===== src/rtl/barcode_emitter.sv =====
// Bar/space frame serialiser: start guard, data MSB first, parity, stop guard.
// Define BARCODE_PARITY_EN to emit the even-parity symbol before the stop guard.
module barcode_emitter #(
  parameter int CODE_W        = 5,
  parameter int MODULE_CYCLES = 4
) (
  input  logic              clock,
  input  logic              reset,
  input  logic              load,
  input  logic [CODE_W-1:0] code,
  output logic              bar,
  output logic              busy,
  output logic              done
);

  localparam int PW = (MODULE_CYCLES > 1) ? $clog2(MODULE_CYCLES) : 1;
  localparam int IW = (CODE_W > 1) ? $clog2(CODE_W) : 1;
  localparam logic [PW-1:0] PRE_LAST = PW'(MODULE_CYCLES - 1);
  localparam logic [IW-1:0] IDX_TOP  = IW'(CODE_W - 1);

  typedef enum logic [2:0] {
    IDLE,
    START,
    DATA,
    PAR,
    STOP
  } state_t;

  state_t            state, state_n;
  logic [PW-1:0]     pre, pre_n;
  logic [1:0]        phase, phase_n;
  logic [IW-1:0]     idx, idx_n;
  logic [CODE_W-1:0] sreg, sreg_n;
  logic              par, par_n;
  logic              bar_n, busy_n, done_n;

  logic              mod_end;
  logic              guard;
  logic              sym_bit;
  logic [1:0]        last_ph;
  logic [1:0]        nph;

  always_ff @(posedge clock or negedge reset) begin
    if (!reset) begin
      state <= IDLE;
      pre   <= '0;
      phase <= '0;
      idx   <= '0;
      sreg  <= '0;
      par   <= 1'b0;
      bar   <= 1'b0;
      busy  <= 1'b0;
      done  <= 1'b0;
    end else begin
      state <= state_n;
      pre   <= pre_n;
      phase <= phase_n;
      idx   <= idx_n;
      sreg  <= sreg_n;
      par   <= par_n;
      bar   <= bar_n;
      busy  <= busy_n;
      done  <= done_n;
    end
  end

  // Guards are "101"; data 0 is "10", data 1 is "110".
  // Every symbol starts with a bar module.
  always_comb begin
    state_n = state;
    pre_n   = pre;
    phase_n = phase;
    idx_n   = idx;
    sreg_n  = sreg;
    par_n   = par;
    bar_n   = bar;
    busy_n  = busy;
    done_n  = 1'b0;
    nph     = phase + 2'd1;
    mod_end = (pre == PRE_LAST);
    guard   = (state == START) || (state == STOP);
    sym_bit = (state == PAR) ? par : sreg[CODE_W-1];
    last_ph = (guard || sym_bit) ? 2'd2 : 2'd1;
    unique case (state)
      IDLE: begin
        if (load) begin
          state_n = START;
          pre_n   = '0;
          phase_n = '0;
          idx_n   = IDX_TOP;
          sreg_n  = code;
          par_n   = ^code;
          bar_n   = 1'b1;
          busy_n  = 1'b1;
        end
      end
      default: begin
        if (!mod_end) begin
          pre_n = pre + PW'(1);
        end else if (phase != last_ph) begin
          pre_n   = '0;
          phase_n = nph;
          bar_n   = guard ? (nph != 2'd1) : (nph != last_ph);
        end else begin
          pre_n   = '0;
          phase_n = '0;
          bar_n   = 1'b1;
          unique case (state)
            START: state_n = DATA;
            DATA: begin
              sreg_n = sreg << 1;
              if (idx == '0) begin
`ifdef BARCODE_PARITY_EN
                state_n = PAR;
`else
                state_n = STOP;
`endif
              end else begin
                idx_n = idx - IW'(1);
              end
            end
            PAR:  state_n = STOP;
            STOP: begin
              state_n = IDLE;
              bar_n   = 1'b0;
              busy_n  = 1'b0;
              done_n  = 1'b1;
            end
            default: state_n = IDLE;
          endcase
        end
      end
    endcase
  end

endmodule


===== config.mk =====
export PLATFORM = sky130hd
export DESIGN_NAME = barcode_emitter
export DESIGN_NICKNAME = d
export VERILOG_FILES = /design/src/rtl/barcode_emitter.sv
export SDC_FILE = /design/constraint.sdc
export NUM_CORES = 1
export LEC_CHECK = 0
export ABC_AREA = 1
export ABC_CLOCK_PERIOD_IN_PS = 1600
export CORE_ASPECT_RATIO = 0.7
export CORE_MARGIN = 5
export CORE_UTILIZATION = 50
export CTS_CLUSTER_DIAMETER = 80
export DETAILED_ROUTE_END_ITERATION = 10
export GPL_TIMING_DRIVEN = 0
export PLACE_DENSITY = 0.78
export SLEW_MARGIN = 20
export SYNTH_ARGS = -nofsm -noshare
export SYNTH_HDL_FRONTEND = slang
export SYNTH_SLANG_ARGS = --single-unit

===== constraint.sdc =====
create_clock -name clock -period 1.6 [get_ports clock]
set_input_delay 0.4 -clock clock [delete_from_list [all_inputs] [get_ports clock]]
set_output_delay 0.4 -clock clock [all_outputs]
set_load 0.02 [all_outputs]

==> metrics.yaml, run 1 <==
status: "finished, final reports clean"
cts_tree: "yes"
fp.dieH_um: 49.80
dp_hpwl_um: 1745
syn_nets: 150
cp.required_ns: 1.80
wl_per_cell_um: 12.74
cp_max_fo: 7
yosys_warnings: 0
insertion_delay_ns: 0.30
rr_worst_depth: 13
die_area_um2: 3329
syn_avg_cell_area_um2: 8.137
drc_errors: 0
globalRouteTotalUtil_pct: 15.92
drive_gt1_share_pct: 25.15
endpoint_kind: "register"
area.growth.synth_to_final_pct: 25.22
die_w_um: 66.85
fillers: 175
ys_ff_latch: 19
worstMarginPinSlew_ns: 0.8732
antenna_found_initial: 0
finalMaxSlewViolations: 0
synth_area_um2: 1131
pin_count: 11
h-tree-depth: 1
rsz0062_at_grt: "true"
hold_viol_final: 0
grt_pass1_vias: 950
grt_pass1_wl_um: 4071
cts.sinks: 19
path_class: "register to register"
path_clk_slew_ns: 0.11
ant_nets: 0
min_path_type: "register to register"
crit_arrival_ns: 1.79
synth.area.top_cells: "dfrtp_1 42%, nand2_1 16%, nand3_1 4.9%"
first_iter_violations: 62
fmax_ghz: 0.6272
cts_buffer_depth: 2
slew_headroom_pct: 41.60
drtPass1Iterations: 4
synth_seq_area_share_pct: 42.04
yosys.area.top_type: "dfrtp_1"
setup_violations: 0
power_leakage_nw: 0.7257
final.setup.tns_ns: 0
core_area_um2: 2155
synth_top_area_share_pct: 42.04
cp-start-kind: "register"
start_util_pct: 52.50
powerDensity_nw_per_um2: 2004
finalPower_mw: 2.839
gp_congestion: 0.8207
synthCells: 139
drv_cap: 0
mostFrequentLayoutCells: "44 x nand2_1, 17 x dfrtp_1, 13 x buf_4, 11 x inv_1, 11 x nand3_1"
final_common_cell: "nand2_1"
routed_wl_um: 2535
cts-buffers-inserted: 3
cts_hold_buf: 0
rows: 14
synth_cell_type_count: 25
via_count: 1040
finalCritPeriodShare_pct: 99.65
via_per_inst: 5.226
gr-total-overflow: 0
ir_worst_vdd_mv: 0.8887
min_period_ns: 1.594
hold_path_depth: 2
fin_skew_ns: 0.006098
grt_max_degree: 20
clockRootBuffer: "clkbuf_4"
fin_nets: 179
num_antenna_cells: 0
numPortBuffers: 10
-- worst paths after layout --
path                                           start                   end  slack, ns
worst max-delay path            state[0]$_DFFE_PN0P_  state[1]$_DFFE_PN0P_      0.006
worst min-delay path                busy$_DFFE_PN0P_      busy$_DFFE_PN0P_       0.48
worst max register to register  state[0]$_DFFE_PN0P_  state[1]$_DFFE_PN0P_      0.006
worst min register to register      busy$_DFFE_PN0P_      busy$_DFFE_PN0P_       0.48
max in group asynchronous                      reset  state[0]$_DFFE_PN0P_       0.42
min in group asynchronous                      reset        done$_DFF_PN0_       0.58
-- area by class of cell --
type	count	area, µm²	area share [%]
buffer	3	27.53	1.943
clock buffer	4	26.28	1.855
inverter	14	55.05	3.887
multi-input combinational	103	590.6	41.70
sequential	19	478.0	33.75
tap	32	40.04	2.827
timing repair buffer	24	198.9	14.05
-- worst max-delay path: stages, from the launching register on --
cell,delay (ns)
dfrtp_2,0.48
inv_2,0.08
nand2_2,0.08
nand2_2,0.06
nand2_2,0.08
nand3_2,0.09
nand2_2,0.07
nand2_2,0.09
nand2_4,0.07
nand2_4,0.10
buf_6,0.13
nand3_4,0.06
nand2_1,0.06
nand2_1,0.05
-- Yosys cell counts --
cell / n
o31ai_1: 1
nor3_1: 1
o21ai_4: 1
or2_2: 1
nand4_1: 6
inv_2: 1
nor2_1: 4
xnor2_1: 1
nand3_2: 2
nor2_2: 1
a22o_1: 1
o211ai_1: 2
dfrtp_1: 19
nand2_4: 4
nand2_2: 4
buf_6: 2
o21ai_0: 5
nor2_4: 1
a21oi_1: 2
ha_1: 3
inv_1: 13
xor2_1: 5
buf_2: 1
nand3_1: 11
nand2_1: 47
-- flip-flops by register name (all words and copies together) (netlist names) --
name and count:
bar 1, busy 1, done 1, idx 3, par 1, phase 2, pre 2, sreg 5
state 3
-- layer usage --
layer | global-route usage, % | vias to the layer above | routed length (µm)
met5 | 0 | - | 0
met4 | 4.054 | 0 | 0
met3 | 4.773 | 0 | 166
met2 | 28.13 | 41 | 1273
met1 | 18.57 | 493 | 1095
li1 | - | 506 | -
-- report_power, final --
part / total, mW / internal [mW] / switching [mW]
Clock: 0.251 / 0.0971 / 0.154
Sequential: 0.850 / 0.690 / 0.160
Combinational: 1.74 / 0.737 / 1.00
Total: 2.84 / 1.52 / 1.31
-- what timing repair did --
action / 4_1_cts / 5_1_grt
pin swaps: 0 / 4
resized for setup: 8 / 5
setup endpoints to repair: 17 / 15
gates cloned: 1 / 0
buffers inserted: 5 / 8
-- metrics by stage --
step | utilization, % | instances | hold WS (ns) | instance area, µm² | setup slack (ns)
floorplan | - | 139 | 0.1044 | 1131 | 0.09788
global route | 65.74 | 199 | 0.5004 | 1416 | -0.09362
global placement | 59.00 | 181 | 0.4549 | 1271 | -0.2928
CTS | 62.37 | 191 | 0.4795 | 1344 | 0.01714
finish | 65.74 | 199 | 0.4839 | 1416 | 0.005536
detailed placement | 59.00 | 181 | 0.4572 | 1271 | -0.2983
-- cells by family after synthesis --
logic type | synth area share, %
AO/OA/AOI/OAI | 7.301
XOR/XNOR | 4.646
adder cells (fa/ha/maj) | 3.319
buffers and inverters | 7.079
flip-flops | 42.04
AND/OR/NAND/NOR | 35.62
Power figures use the tool's default switching activity.
==> run 2: changes to the inputs <==
CORE_UTILIZATION = 55   (was 50)
DONT_BUFFER_PORTS = 1   (was unset)
PLACE_DENSITY = 0.77   (was 0.78)
==> run 2 against run 1 <==
Effect of this change: the flow now finishes with violations (negative setup slack); via count decreased by 0.19%; critical path depth is the same; combinational power increased by 7%; total power increased by 5.9%; setup slack got worse by 0.059 ns; register-to-register slack worse by 0.06 ns; clock skew fell by 0.0036 ns; largest power group unchanged.
==> metrics.yaml, run 2 (synthesis gave the netlist of run 1 again) <==
die_area_um2: 3078  # -7.5%
h-tree-depth: 1  # unchanged
num_antenna_cells: 0  # unchanged
pre_cts_slack_ns: -0.1246  # +0.1737 ns
via_per_inst: 5.703  # +9.1%
min_path_type: "input pin to register"
cp.required_ns: 1.81  # about the same
min_period_ns: 1.653  # +0.05875 ns
status: "finished, violations left"
r2r_slack_ns: -0.05  # -0.06 ns
endpoint_kind: "register"
largest_register_ffs: 5  # unchanged
pin_count: 11  # unchanged
crit_chain: "inv_2 -> nand2_1 -> nand2_1 -> nand2_2 -> nand3_2 -> nand2_2 -> nand2_2 -> nand2_4 -> nand2_4 -> buf_8 -> nand3_4 -> nand2_1 -> nand2_1"
setup_violations: 5  # +5
path_common_cell: "nand2_1"
wl_per_cell_um: 14.32  # +12%
placed_cell_area_um2: 1159  # -8.9%
worstMarginPinSlew_ns: 0.9132  # +0.03999 ns
die_w_um: 64.20  # -4.0%
globalRouteTotalUtil_pct: 16.99  # +1.1 points
mostFrequentLayoutCells: "44 x nand2_1, 17 x dfrtp_1, 15 x buf_4, 11 x inv_1, 10 x nand3_1"
drc_errors: 0  # unchanged
final_util_pct: 71.93  # +6.2 points
ant_nets: 0  # unchanged
crit_arrival_ns: 1.86  # +0.07 ns
power_leakage_nw: 0.7108  # -2.0%
critPathBufInv: 2  # unchanged
via_count: 1038  # -0.19%
fin_skew_ns: 0.002487  # -0.003611 ns
rows: 13  # -1
finalCritPeriodShare_pct: 103.3  # +3.7 points
finalMaxSlewViolations: 0  # unchanged
slowest_delay_ns: 0.44  # -0.04 ns
hold_path_end: "par$_DFFE_PN0P_"
cts_tree: "yes"
cp_max_fo: 5  # -2
path_class: "register to register"
reg2reg_from: "state[1]$_DFFE_PN0P_"
numPortBuffers: 0  # -10
fp.dieH_um: 47.94  # -3.7%
clockRootBuffer: "clkbuf_4"
dp_cells: 161  # -11%
routed_wl_um: 2606  # +2.8%
powerDensity_nw_per_um2: 2196  # +9.6%
rsz0062_at_grt: "true"
cp-start-kind: "register"
cp_top_family: "simple AND/OR/NAND/NOR gates"
area.growth.synth_to_final_pct: 21.02
first_iter_violations: 67  # +8.1%
antenna_found_initial: 0  # unchanged
cts.sinks: 19  # unchanged
reg2reg_to: "state[1]$_DFFE_PN0P_"
finalNonFillerCells: 182  # -8.5%
worst_slack_ns: -0.05321  # -0.05875 ns
rr_worst_depth: 13  # unchanged
grt_pass1_vias: 876  # -7.8%
violations: "negative setup slack"
grt_pass1_wl_um: 3974  # -2.4%
hp-start: "load"
hold_path_depth: 2  # unchanged
slew_headroom_pct: 38.92  # -2.7 points
gr-total-overflow: 0  # unchanged
fmax_ghz: 0.6049  # -3.6%
start_util_pct: 59.43  # +6.9 points
fillers: 134  # -23%
critPathSlowestCell: "dfrtp_1"
grt_max_degree: 20  # unchanged
cts_buffer_depth: 2  # unchanged
ir_worst_vdd_mv: 1.459  # +64%
insertion_delay_ns: 0.30  # about the same
regMostFlops: "sreg"
drtPass1Iterations: 4  # unchanged
drive_gt1_share_pct: 28.75  # +3.6 points
gp_congestion: 0.8195  # -0.15%
largest_registers: "sreg (5), idx (3), state (3)"
drv_cap: 0  # unchanged
core_area_um2: 1903  # -12%
final_common_cell: "nand2_1"
dp_hpwl_um: 1568  # -10%
hold_viol_final: 0  # unchanged
stdcell_area_um2: 1369  # -3.4%
path_clk_slew_ns: 0.11  # about the same
cts-buffers-inserted: 3  # unchanged
fin_nets: 172  # -3.9%
## run 2: how the worst max path moves through the flow
stage | slack, ns | to | depth (start not counted) | start
after floorplan | 0.1 | state[0]$_DFFE_PN0P_ | 11 | state[2]$_DFFE_PN0P_
after global placement | -0.08 | sreg[1]$_DFFE_PN0P_ | 10 | state[0]$_DFFE_PN0P_
after detailed placement | -0.12 | sreg[0]$_DFFE_PN0P_ | 10 | state[0]$_DFFE_PN0P_
after CTS | 0.009 | state[0]$_DFFE_PN0P_ | 11 | state[2]$_DFFE_PN0P_
after global routing | -0.15 | state[1]$_DFFE_PN0P_ | 13 | state[1]$_DFFE_PN0P_
final | -0.05 | state[1]$_DFFE_PN0P_ | 13 | state[1]$_DFFE_PN0P_
## run 2: layout make-up
class | instances | area, µm² | area share [%]
Multi-Input combinational cell | 103 | 603.1 | 44.06
Sequential cell | 19 | 478.0 | 34.92
Timing Repair Buffer | 17 | 147.6 | 10.79
Inverter | 14 | 55.05 | 4.022
Buffer | 3 | 31.28 | 2.285
Tap cell | 22 | 27.53 | 2.011
Clock buffer | 4 | 26.28 | 1.920
## run 2: report_power, final
| group | internal [mW] | switching (mW) | total, mW |
|---|---|---|---|
| combinational | 0.847 | 1.02 | 1.87 |
| sequential | 0.690 | 0.196 | 0.886 |
| clock | 0.0973 | 0.156 | 0.254 |
| total | 1.63 | 1.37 | 3.01 |
## run 2: per-layer routing
metal / GRT usage [%] / vias to the layer above / wire length [µm]
met4: 2.439 / 0 / 18
met2: 29.46 / 49 / 1229
li1: - / 488 / -
met5: 0 / - / 0
met1: 21.55 / 499 / 1143
met3: 5.869 / 2 / 214
## run 2: repair_timing
item,4_1_cts,5_1_grt
pin swaps,0,8
endpoints found under the hold margin,19,0
gates resized for setup,4,10
setup endpoints to repair,13,17
hold buffers,1,0
cloned,0,1
setup buffers,4,11
## run 2: through the flow
stage | total power [mW] | setup TNS [ns] | hold WS [ns]
floorplan | 1.945 | 0 | 0.1044
global placement | 2.141 | -0.5444 | 0.1048
detailed placement | 2.195 | -0.8380 | 0.1048
CTS | 2.541 | 0 | 0.2298
global route | 3.229 | -1.207 | 0.2166
finish | 3.006 | -0.1456 | 0.2287
==> run 3: changes to the inputs <==
CORE_UTILIZATION = 58   (was 55)
CTS_BUF_LIST = sky130_fd_sc_hd__clkbuf_8   (was unset)
PLACE_DENSITY = 0.8   (was 0.77)
==> run 3 against run 2 <==
Effect of this change: the run still ends with negative setup slack left; cell area increased by 2.1%; sequential power about the same; flip-flop and latch count unchanged; first-iteration DRC count increased by 28%; register-to-register slack improved by 0.02 ns; combinational power increased by 3%; wire length increased by 8.6%; clock skew increased by 0.00086 ns; clock power increased by 30%; hold slack improved by 0.058 ns; critical path depth decreased by 3; largest cell class unchanged.
==> metrics.yaml, run 3 (synthesis gave the netlist of run 1 again) <==
status: "finished, violations left"
violations: "negative setup slack"
slowest_delay_ns: 0.46  # +0.02 ns
mostFrequentLayoutCells: "39 x nand2_1, 17 x dfrtp_1, 13 x buf_4, 12 x inv_1, 11 x nand3_1"
wl_per_cell_um: 15.73  # +9.8%
cts_buffer_depth: 2  # unchanged
stdcell_area_um2: 1398  # +2.1%
ir_worst_vdd_mv: 1.512  # +3.7%
hold_path_depth: 2  # unchanged
setup_violations: 7  # +2
insertion_delay_ns: 0.26  # -0.04 ns
via_per_inst: 5.861  # +2.8%
cp_max_fo: 6  # +1
cp.required_ns: 1.74  # -0.07 ns
drive_gt1_share_pct: 31.01  # +2.3 points
path_class: "register to register"
fillers: 125  # -6.7%
path_common_cell: "nand2_4"
placed_cell_area_um2: 1159  # unchanged
drc_errors: 0  # unchanged
final_util_pct: 75.37  # +3.4 points
fp.dieH_um: 46.95  # -2.1%
worstMarginPinSlew_ns: 0.8644  # -0.04882 ns
finalNonFillerCells: 180  # -1.1%
area.growth.synth_to_final_pct: 23.56
fmax_ghz: 0.6121  # +1.2%
cts_tree: "yes"
pre_cts_slack_ns: -0.1370  # -0.01244 ns
grt_max_degree: 20  # unchanged
grt_pass1_wl_um: 4167  # +4.9%
globalRouteTotalUtil_pct: 18.44  # +1.5 points
crit_chain: "buf_4 -> nand4_1 -> nand3_4 -> nand2_4 -> nand2_4 -> nand2_4 -> nand2_4 -> buf_2 -> o211ai_1 -> nand2_1"
multi_input_area_um2: 645.6  # +7.1%
dp_cells: 161  # unchanged
powerDensity_nw_per_um2: 2244  # +2.2%
cts-buffers-inserted: 3  # unchanged
slew_headroom_pct: 42.18  # +3.3 points
rr_worst_depth: 10  # -3
drv_cap: 0  # unchanged
numPortBuffers: 0  # unchanged
ant_nets: 0  # unchanged
gp_congestion: 0.8478  # +3.5%
power_leakage_nw: 0.7216  # +1.5%
rows: 13  # unchanged
min_path_type: "input pin to register"
hold_viol_final: 0  # unchanged
die_area_um2: 2947  # -4.2%
finalHoldWorstSlack_ns: 0.2863  # +0.05758 ns
first_iter_violations: 86  # +28%
final.setup.tns_ns: -0.1120  # +0.03361 ns
clockRootBuffer: "clkbuf_8"
fin_skew_ns: 0.003348  # +0.0008611 ns
core_area_um2: 1854  # -2.6%
antenna_found_initial: 0  # unchanged
via_count: 1055  # +1.6%
num_antenna_cells: 0  # unchanged
finalPower_mw: 3.136  # +4.3%
finalMaxSlewViolations: 0  # unchanged
die_w_um: 62.78  # -2.2%
regMostFlops: "sreg"
register_area_um2: 478.0  # unchanged
largest_registers: "sreg (5), idx (3), state (3)"
routed_wl_um: 2831  # +8.6%
start_util_pct: 61.00  # +1.6 points
endpoint_kind: "register"
largest_register_ffs: 5  # unchanged
h-tree-depth: 1  # unchanged
cts.sinks: 19  # unchanged
gr-total-overflow: 0  # unchanged
finalCritPeriodShare_pct: 102.1  # -1.2 points
grt_pass1_vias: 922  # +5.3%
worst_slack_ns: -0.03379  # +0.01943 ns
rsz0062_at_grt: "true"
min_period_ns: 1.634  # -0.01943 ns
critPathSlowestCell: "dfrtp_2"
cp-start-kind: "register"
crit_arrival_ns: 1.78  # -0.08 ns
path_clk_slew_ns: 0.07  # -0.04 ns
final_common_cell: "nand2_1"
pin_count: 11  # unchanged
fin_nets: 170  # -1.2%
drtPass1Iterations: 4  # unchanged
dp_hpwl_um: 1685  # +7.4%
[run 3: cell types whose count changed in the layout (fill, tap and decap cells not counted), moves of 2 or more]
cell | before | now
buf_4 | 15 | 13
nand2_1 | 44 | 39
clkbuf_8 | 0 | 3
buf_6 | 1 | 3
nand3_2 | 2 | 0
clkbuf_4 | 3 | 0
nand2_4 | 5 | 9
[run 3: where the power goes]
part | leakage, nW | switching [mW] | internal (mW) | total, mW
clock network | 0.0269 | 0.161 | 0.171 | 0.331
registers | 0.231 | 0.191 | 0.692 | 0.883
logic | 0.464 | 1.12 | 0.798 | 1.92
[run 3: critical path: cells and delay by family, from the launching register on]
kind	cells	cell delay [ns]
buffers and inverters	2	0.33
AO/OA/AOI/OAI	1	0.09
AND/OR/NAND/NOR	7	0.64
flip-flops	1	0.46
[run 3: final timing paths]
path,from,end,slack [ns]
max in group asynchronous,reset,state[2]$_DFFE_PN0P_,0.32
setup / recovery,state[0]$_DFFE_PN0P_,idx[2]$_DFFE_PN0P_,-0.03
hold / removal,load,sreg[0]$_DFFE_PN0P_,0.29
hold reg to reg,sreg[1]$_DFFE_PN0P_,sreg[1]$_DFFE_PN0P_,0.47
min in group asynchronous,reset,state[1]$_DFFE_PN0P_,0.70
setup reg to reg,state[0]$_DFFE_PN0P_,idx[2]$_DFFE_PN0P_,-0.03
[run 3: layer usage]
metal | share of wire (%) | up-vias | global-route usage [%]
met2 | 47 | 62 | 31.61
met5 | 0 | - | 0
met3 | 7.7 | 14 | 4.785
met1 | 42 | 490 | 23.59
met4 | 3.1 | 0 | 5.932
li1 | - | 489 | -
[run 3: cell type report]
cell class | count | share of cell area [%]
Multi-Input combinational cell | 103 | 46.20
Sequential cell | 19 | 34.20
Timing Repair Buffer | 15 | 8.057
Inverter | 14 | 3.939
Clock buffer | 3 | 2.954
Buffer | 3 | 2.417
Tap cell | 22 | 1.970
Clock inverter | 1 | 0.2686
[run 3: repair_timing]
action                                 in CTS  in global routing
setup buffers                               5                  8
endpoints found under the hold margin      19                  0
gates cloned                                1                  0
gates resized for setup                     5                 22
pin swaps                                   0                  9
hold buffers                                1                  0
setup endpoints to repair                  16                 17
